--- src/rtl/tone_key_arbiter.sv ---
// Shares one square-wave tone divider among NKEYS key switches and drives a speaker pin.
// A new note is taken only at a full-period boundary, so no runt pulse is emitted.
module tone_key_arbiter #(
  parameter int unsigned M     = 20,
  parameter int unsigned NKEYS = 8,
  parameter int unsigned CNT_W = 16
) (
  input  logic             clk,
  input  logic             rst,
  input  logic             enable,
  input  logic [NKEYS-1:0] keys,
  output logic             speaker,
  output logic             active,
  output logic [2:0]       note_idx
);

  typedef enum logic [0:0] {StIdle, StPlay} state_e;

  state_e             state_q, state_d;
  logic [NKEYS-1:0]   sync_q, keys_s;
  logic [CNT_W-1:0]   cnt_q, cnt_d;
  logic               phase_q, phase_d;
  logic [2:0]         sel_q, sel_d;
  logic [2:0]         winner;
  logic               any_key;
  logic [CNT_W-1:0]   tc;

  // Half-period terminal counts, C4..C5; every branch folds to a constant.
  function automatic logic [CNT_W-1:0] term_count(input logic [2:0] k);
    logic [CNT_W-1:0] r;
    unique case (k)
      3'd0: r = CNT_W'(M * 1911 - 1);
      3'd1: r = CNT_W'(M * 1703 - 1);
      3'd2: r = CNT_W'(M * 1517 - 1);
      3'd3: r = CNT_W'(M * 1432 - 1);
      3'd4: r = CNT_W'(M * 1276 - 1);
      3'd5: r = CNT_W'(M * 1136 - 1);
      3'd6: r = CNT_W'(M * 1012 - 1);
      3'd7: r = CNT_W'(M * 956 - 1);
      default: r = '0;
    endcase
    return r;
  endfunction

  // Lowest-index key wins: scan downward so the last hit is the lowest set bit.
  always_comb begin
    winner = 3'd0;
    for (int i = NKEYS - 1; i >= 0; i--) begin
      if (keys_s[i]) winner = 3'(i);
    end
  end

  assign any_key = |keys_s;
  assign tc      = term_count(sel_q);

  always_comb begin
    state_d = state_q;
    cnt_d   = cnt_q;
    phase_d = phase_q;
    sel_d   = sel_q;
    case (state_q)
      StIdle: begin
        cnt_d   = '0;
        phase_d = 1'b0;
        if (enable && any_key) begin
          sel_d   = winner;
          phase_d = 1'b1;
          state_d = StPlay;
        end
      end
      StPlay: begin
        if (!enable) begin
          state_d = StIdle;
          phase_d = 1'b0;
          cnt_d   = '0;
        end else if (cnt_q != tc) begin
          cnt_d = cnt_q + 1'b1;
        end else begin
          cnt_d = '0;
          if (phase_q) begin
            phase_d = 1'b0;
          end else if (any_key) begin
            // Full period done: re-arbitrate among keys held now.
            sel_d   = winner;
            phase_d = 1'b1;
          end else begin
            state_d = StIdle;
            phase_d = 1'b0;
          end
        end
      end
      default: begin
        state_d = StIdle;
        cnt_d   = '0;
        phase_d = 1'b0;
      end
    endcase
  end

  always_ff @(posedge clk or posedge rst) begin
    if (rst) begin
      sync_q  <= '0;
      keys_s  <= '0;
      state_q <= StIdle;
      cnt_q   <= '0;
      phase_q <= 1'b0;
      sel_q   <= '0;
    end else begin
      sync_q  <= keys;
      keys_s  <= sync_q;
      state_q <= state_d;
      cnt_q   <= cnt_d;
      phase_q <= phase_d;
      sel_q   <= sel_d;
    end
  end

  assign speaker  = phase_q;
  assign active   = (state_q == StPlay);
  assign note_idx = sel_q;

endmodule

--- config.mk ---
export PLATFORM = sky130hd
export DESIGN_NAME = tone_key_arbiter
export DESIGN_NICKNAME = d
export VERILOG_FILES = /design/src/rtl/tone_key_arbiter.sv
export SDC_FILE = /design/constraint.sdc
export NUM_CORES = 1
export LEC_CHECK = 0
export CORE_MARGIN = 10
export CORE_UTILIZATION = 30
export CTS_BUF_LIST = sky130_fd_sc_hd__clkbuf_16
export CTS_CLUSTER_SIZE = 40
export DETAILED_ROUTE_END_ITERATION = 6
export GPL_TIMING_DRIVEN = 0
export HOLD_SLACK_MARGIN = 0.08
export PLACE_DENSITY = 0.53
export RECOVER_POWER = 100
export SYNTH_ARGS = -nofsm -noshare
export SYNTH_HDL_FRONTEND = slang
export SYNTH_SLANG_ARGS = --single-unit
--- constraint.sdc ---
create_clock -name clk -period 4.3 [get_ports clk]
set_clock_uncertainty 0.15 [all_clocks]
set_input_delay 0.645 -clock clk [delete_from_list [all_inputs] [get_ports clk]]
set_output_delay 0.645 -clock clk [all_outputs]
set_load 0.02 [all_outputs]
Word-level counts from Yosys, hierarchy flattened --
Memory sizes are Yosys's and may differ from the RTL's. Index checks and enable logic that the tools add are counted.
Operators by class: $add $sub $neg 1, multipliers 0, div/mod/pow operators 0, order comparisons 0, equality and inequality tests 7, shift operators 0, multiplexer cells 27, bitwise logic cells 1, reduce and logical (&&, ||, !) cells 3
Operators by type and width (count):
- $mux 3 | 13
- $mux 16 | 2
- $pmux 16 s2 | 1
- $add 16x1->16 const B | 1
- $ne 16x16->1 | 1
- $mux 1 | 8
- $ne 2x2->1 const B | 4
- $reduce_or 8->1 | 1
- $pmux 3 s2 | 1
- $reduce_and 5->1 | 1
- $pmux 1 s2 | 2
- $ne 3x3->1 const B | 1
- $ne 2x1->1 const B | 1
- $logic_and 1x1->1 | 1
- $not 1->1 | 1
Storage, ports and cells: bits in registers 37, bits in latches 0, bits in writable memories 0, ROM bits 112, bits of input ports 11, output and inout port bits 5, logic and storage cells 46, memories 1
Memories:
- (no name shown) | depth 8, width 14, rd ports 1, clocked after Yosys merged registers in 0, wr ports 0, RTL line 31 | unique case (k)

Depth between registers and ports, before layout --
depth in word-level cells 13, gate-level depth with buffers 11

Least setup slack after synthesis --
No wires, ideal clock.
kind reg-to-reg, start point reg sel_q[1], in the netlist note_idx[1], end point reg state_q, in the netlist active, data arrival time 2.468 ns, data required time 4.033 ns, path slack 1.565 ns, stages on the path, launching flop included 10, clock period less this slack 2.735 ns, cells stage by stage dfrtp_1 -> ha_1 -> or3_1 -> a222oi_1 -> or4b_1 -> nor4_2 -> or2_2 -> buf_6 -> buf_8 -> nand2_1
On the way: word-level cells in the longest chain between the ends 5
Ends and longest elaborated chain:
- start, declared | RTL line 23 | logic [2:0] sel_q, sel_d;
- start signal, assigned | RTL line 114 | sel_q <= sel_d;
- $mem_v2 8x14
- $ne 16x16->1 | RTL line 76 | end else if (cnt_q != tc) begin
- $mux 1 | RTL line 76
- $mux 1 | RTL line 72 | if (!enable) begin
- $pmux 1 s2 | RTL line 61 | case (state_q)
- net state_d | RTL line 19 | state_e state_q, state_d;
- end signal, assigned | RTL line 104 | state_q <= StIdle;
- end signal, assigned | RTL line 111 | state_q <= state_d;
- end, declared | RTL line 19
The timed path passes the listed nets, and every way through them passes these cells. A chain may end at the register's enable or synchronous reset.

Final worst setup path --
start point reg sel_q[1], in the netlist note_idx[1], end point reg cnt_q[9]
On the way: word-level cells in the longest chain between the ends 5
Ends and longest elaborated chain:
- $mem_v2 8x14
- $ne 16x16->1 | RTL line 76
- $mux 16 | RTL line 76
- $mux 16 | RTL line 72
- $pmux 16 s2 | RTL line 61
- net cnt_d[9] | RTL line 21 | logic [CNT_W-1:0] cnt_q, cnt_d;
- end signal, assigned | RTL line 112 | cnt_q <= cnt_d;
- end, declared | RTL line 21
The timed path passes the listed nets, and every way through them passes these cells.

==> results.tsv <==
stage	metric	value	unit
yosys	yosysMostFrequentCell	dfrtp_1	
pwr	p_sw	223	uW
pwr	p_sw_frac	0.261	
yosys	yosys-top-cells-count	37 x dfrtp_1, 26 x nor2_1, 13 x nand2_1	
yosys	ys_warn_count	0	
yosys	ys_top_cells_by_area	dfrtp_1 50%, nor2_1 5.3%, xnor2_1 5.2%	
placed_design	numPortBuffers	15	
pwr	vdd_ir_drop_max	0.000197	V
sta	clock.fmax	0.295	GHz
finish	n_antenna_cell	0	
min_path	holdPathStages	0	
min_path	hp-class	flip-flop to flip-flop	
cts	worst_skew_pair.late_latency	0.28	ns
detailed_routing	firstDrtPassIters	5	
worst_setup_path	critical_path_arrival	3.40	ns
worst_setup_path	worst-r2r-setup-slack	0.91	ns
global_route	grt_usage	0.0821	
cts	ctsHtreeMaxLevel	2	
detailed_routing	drc	0	
finish	syn_to_final_growth	20.3	%
yosys	synth.top_cell.area_share	0.500	
sta	maxSlewViolCount	0	
detailed_routing	wl_met2	1.58	mm
run	cap_viol_max_count	0	
sta	final_hold_viol_count	0	
floorplan	die_x	98.6	um
worst_setup_path	cp-end-kind	flip-flop	
yosys	syn_nets	200	
floorplan	dieArea	0.00972	mm2
yosys	syn_area	0.00185	mm2
pwr	p_int	631	uW
cts	clock_path_buffers	2	
cts	cts_made_buffers	5	
pwr	p_seq_frac	0.442	
pwr	p_clk_frac	0.431	
sta	finalCritPeriodShare	0.788	
worst_setup_path	setup.worst_path.start_class	flip-flop	
detailed_routing	wl_met1	1.94	mm
worst_setup_path	cp_max_fo	10	
sta	tightest_slew	1.40	ns
sta	min_period	3.39	ns
yosys	synth-seq-area-share	0.500	
detailed_routing	highest_layer	met4	
worst_setup_path	worstPathRequired	4.31	ns
cts	post_cts.repair.setup_buffers	0	
cts	hold_buffers	0	
finish	drive_gt1_frac	0.107	
yosys	synthCells	182	
detailed_routing	wl_per_cell	13.4	um
sta	slew_headroom	0.0669	
global_route	grt_first_pass_wirelength	6.58	mm
yosys	synth_cell_types	42	
floorplan	io_pins	16	
pwr	pwr-share-comb	0.127	
finish	nNetsFinal	222	
detailed_routing	antenna_left	0	
floorplan	rows	28	
cts	clock-root-buffer	clkbuf_16	
cts	clock-sinks	37	
detailed_routing	vias	1303	
yosys	synth_flop_cell	dfrtp_1	
placed_design	dp.cells	272	
yosys	ys_async_sr_fraction	1.00	
sta	setup_viol	0	
yosys	synth_area_leader_cell	dfrtp_1	
global_route	grt_overflow	0	
sta	tns	0	ns
cts	clk_pin_slew	0.06	ns
global_route	antenna_found_initial	0	
status	status	complete, no violations	
yosys	ys_seq_elements	37	
placed_design	dp_hpwl	2.70	mm
finish	finalNonFillerCells	280	
floorplan	core	0.00596	mm2
worst_setup_path	r2r.worst_path.cells	9	
cts	cts_resized	0	
pwr	cellPowerDensity	383	mW/mm2
global_route	grt_pass1_vias	1340	
detailed_routing	via_per_inst	4.65	
placed_design	gp_congestion	0.768	
yosys	synth_area_per_cell	10.2	um2
sta	rsz0062_at_grt	no	
floorplan	die_h	98.6	um
cts	cts_tree	yes	
floorplan	start_util	0.311	
pwr	p_leak	0.947	nW
yosys	synth-edff-count	0	
worst_setup_path	crit_type	flip-flop to flip-flop	
detailed_routing	drt-total-wl	3.74	mm
detailed_routing	met3_length	154	um
detailed_routing	drtIter0Drc	55	
global_route	grt_start_max_net_pins	38	
[stage by stage]
step	utilization	setup WS, ns	power [mW]	hold slack (ns)	cell area, um2
after floorplan	-	1.57	0.458	0.181	1850
final	0.374	0.911	0.854	0.197	2230
after CTS	0.377	1.28	0.873	0.199	2250
after global placement	0.352	1.26	0.499	0.184	2100
after global routing	0.374	0.671	0.900	0.204	2230
after detailed placement	0.352	1.31	0.499	0.185	2100
[cells by family (layout without fill, tap and decap cells)]
| family | count (synthesis) | count (layout) | synth area share |
|---|---|---|---|
| and+or+nand+nor | 80 | 80 | 0.224 |
| DFF | 37 | 37 | 0.500 |
| AOI/OAI and AO/OA | 20 | 20 | 0.0737 |
| xor gates and xnor gates | 16 | 16 | 0.0757 |
| buffers and inverters | 16 | 39 | 0.0446 |
| adders and majority gates | 7 | 7 | 0.0473 |
| muxes | 6 | 6 | 0.0345 |
[state kept, by name (all words and copies together), names as in the netlist]
| register | cells |
|---|---|
| note_idx | 3 |
| keys_s | 8 |
| sync_q | 8 |
| speaker | 1 |
| cnt_q | 16 |
| active | 1 |
[cells in the final DEF, fill, tap and decap left out, types with 5 or more instances in the layout]
cell type,n
clkbuf_16,5
ha_1,7
nor3_1,6
dfrtp_1,37
and3_1,5
a21oi_1,6
nor2b_1,5
xnor2_1,11
nand3_1,5
nor2_1,26
nand2_1,13
xor2_1,5
dlygate4sd3_1,14
inv_1,10
[area by class of cell]
| type | instances | area, um2 |
|---|---|---|
| fillers | 606 | 3730 |
| flip-flops and latches | 37 | 926 |
| multi-input cells | 129 | 833 |
| repair buffers | 15 | 150 |
| clock buffers | 5 | 125 |
| well taps | 75 | 93.8 |
| plain buffers | 6 | 37.5 |
| inverters | 10 | 37.5 |
| clock inverters | 3 | 25.0 |
[worst max-delay path: stages (launching register included)]
cell,delay [ns]
dfrtp_1,0.50
ha_1,0.28
or3_1,0.38
a222oi_1,0.31
or4b_1,0.48
nor4_1,0.33
or2_2,0.18
clkbuf_1,0.39
buf_8,0.21
nor2_1,0.06
[power by group through the flow]
stage	Sequential [mW]	Combinational, mW	Clock, mW
final	0.377	0.109	0.368
after global routing	0.380	0.121	0.399
after CTS	0.378	0.116	0.380
after detailed placement	0.384	0.115	0
after global placement	0.384	0.115	0
after floorplan	0.386	0.0716	0
[routing by layer]
| metal | global-route usage | up-vias |
|---|---|---|
| met1 | 0.109 | 619 |
| met4 | 0.0375 | 0 |
| met3 | 0.0230 | 6 |
| met2 | 0.121 | 25 |
| li1 | - | 653 |
| met5 | 0 | - |
[path summary, 6_finish.rpt]
kind                                    startpoint             endpoint
max                        note_idx[1]$_DFFE_PP0P_   cnt_q[9]$_DFF_PP0_
min                            sync_q[1]$_DFF_PP0_  keys_s[1]$_DFF_PP0_
max reg2reg                note_idx[1]$_DFFE_PP0P_   cnt_q[9]$_DFF_PP0_
min reg2reg                    sync_q[1]$_DFF_PP0_  keys_s[1]$_DFF_PP0_
max in group asynchronous                      rst   cnt_q[7]$_DFF_PP0_
min in group asynchronous                      rst  sync_q[6]$_DFF_PP0_
(Power assumes the default switching activity.)
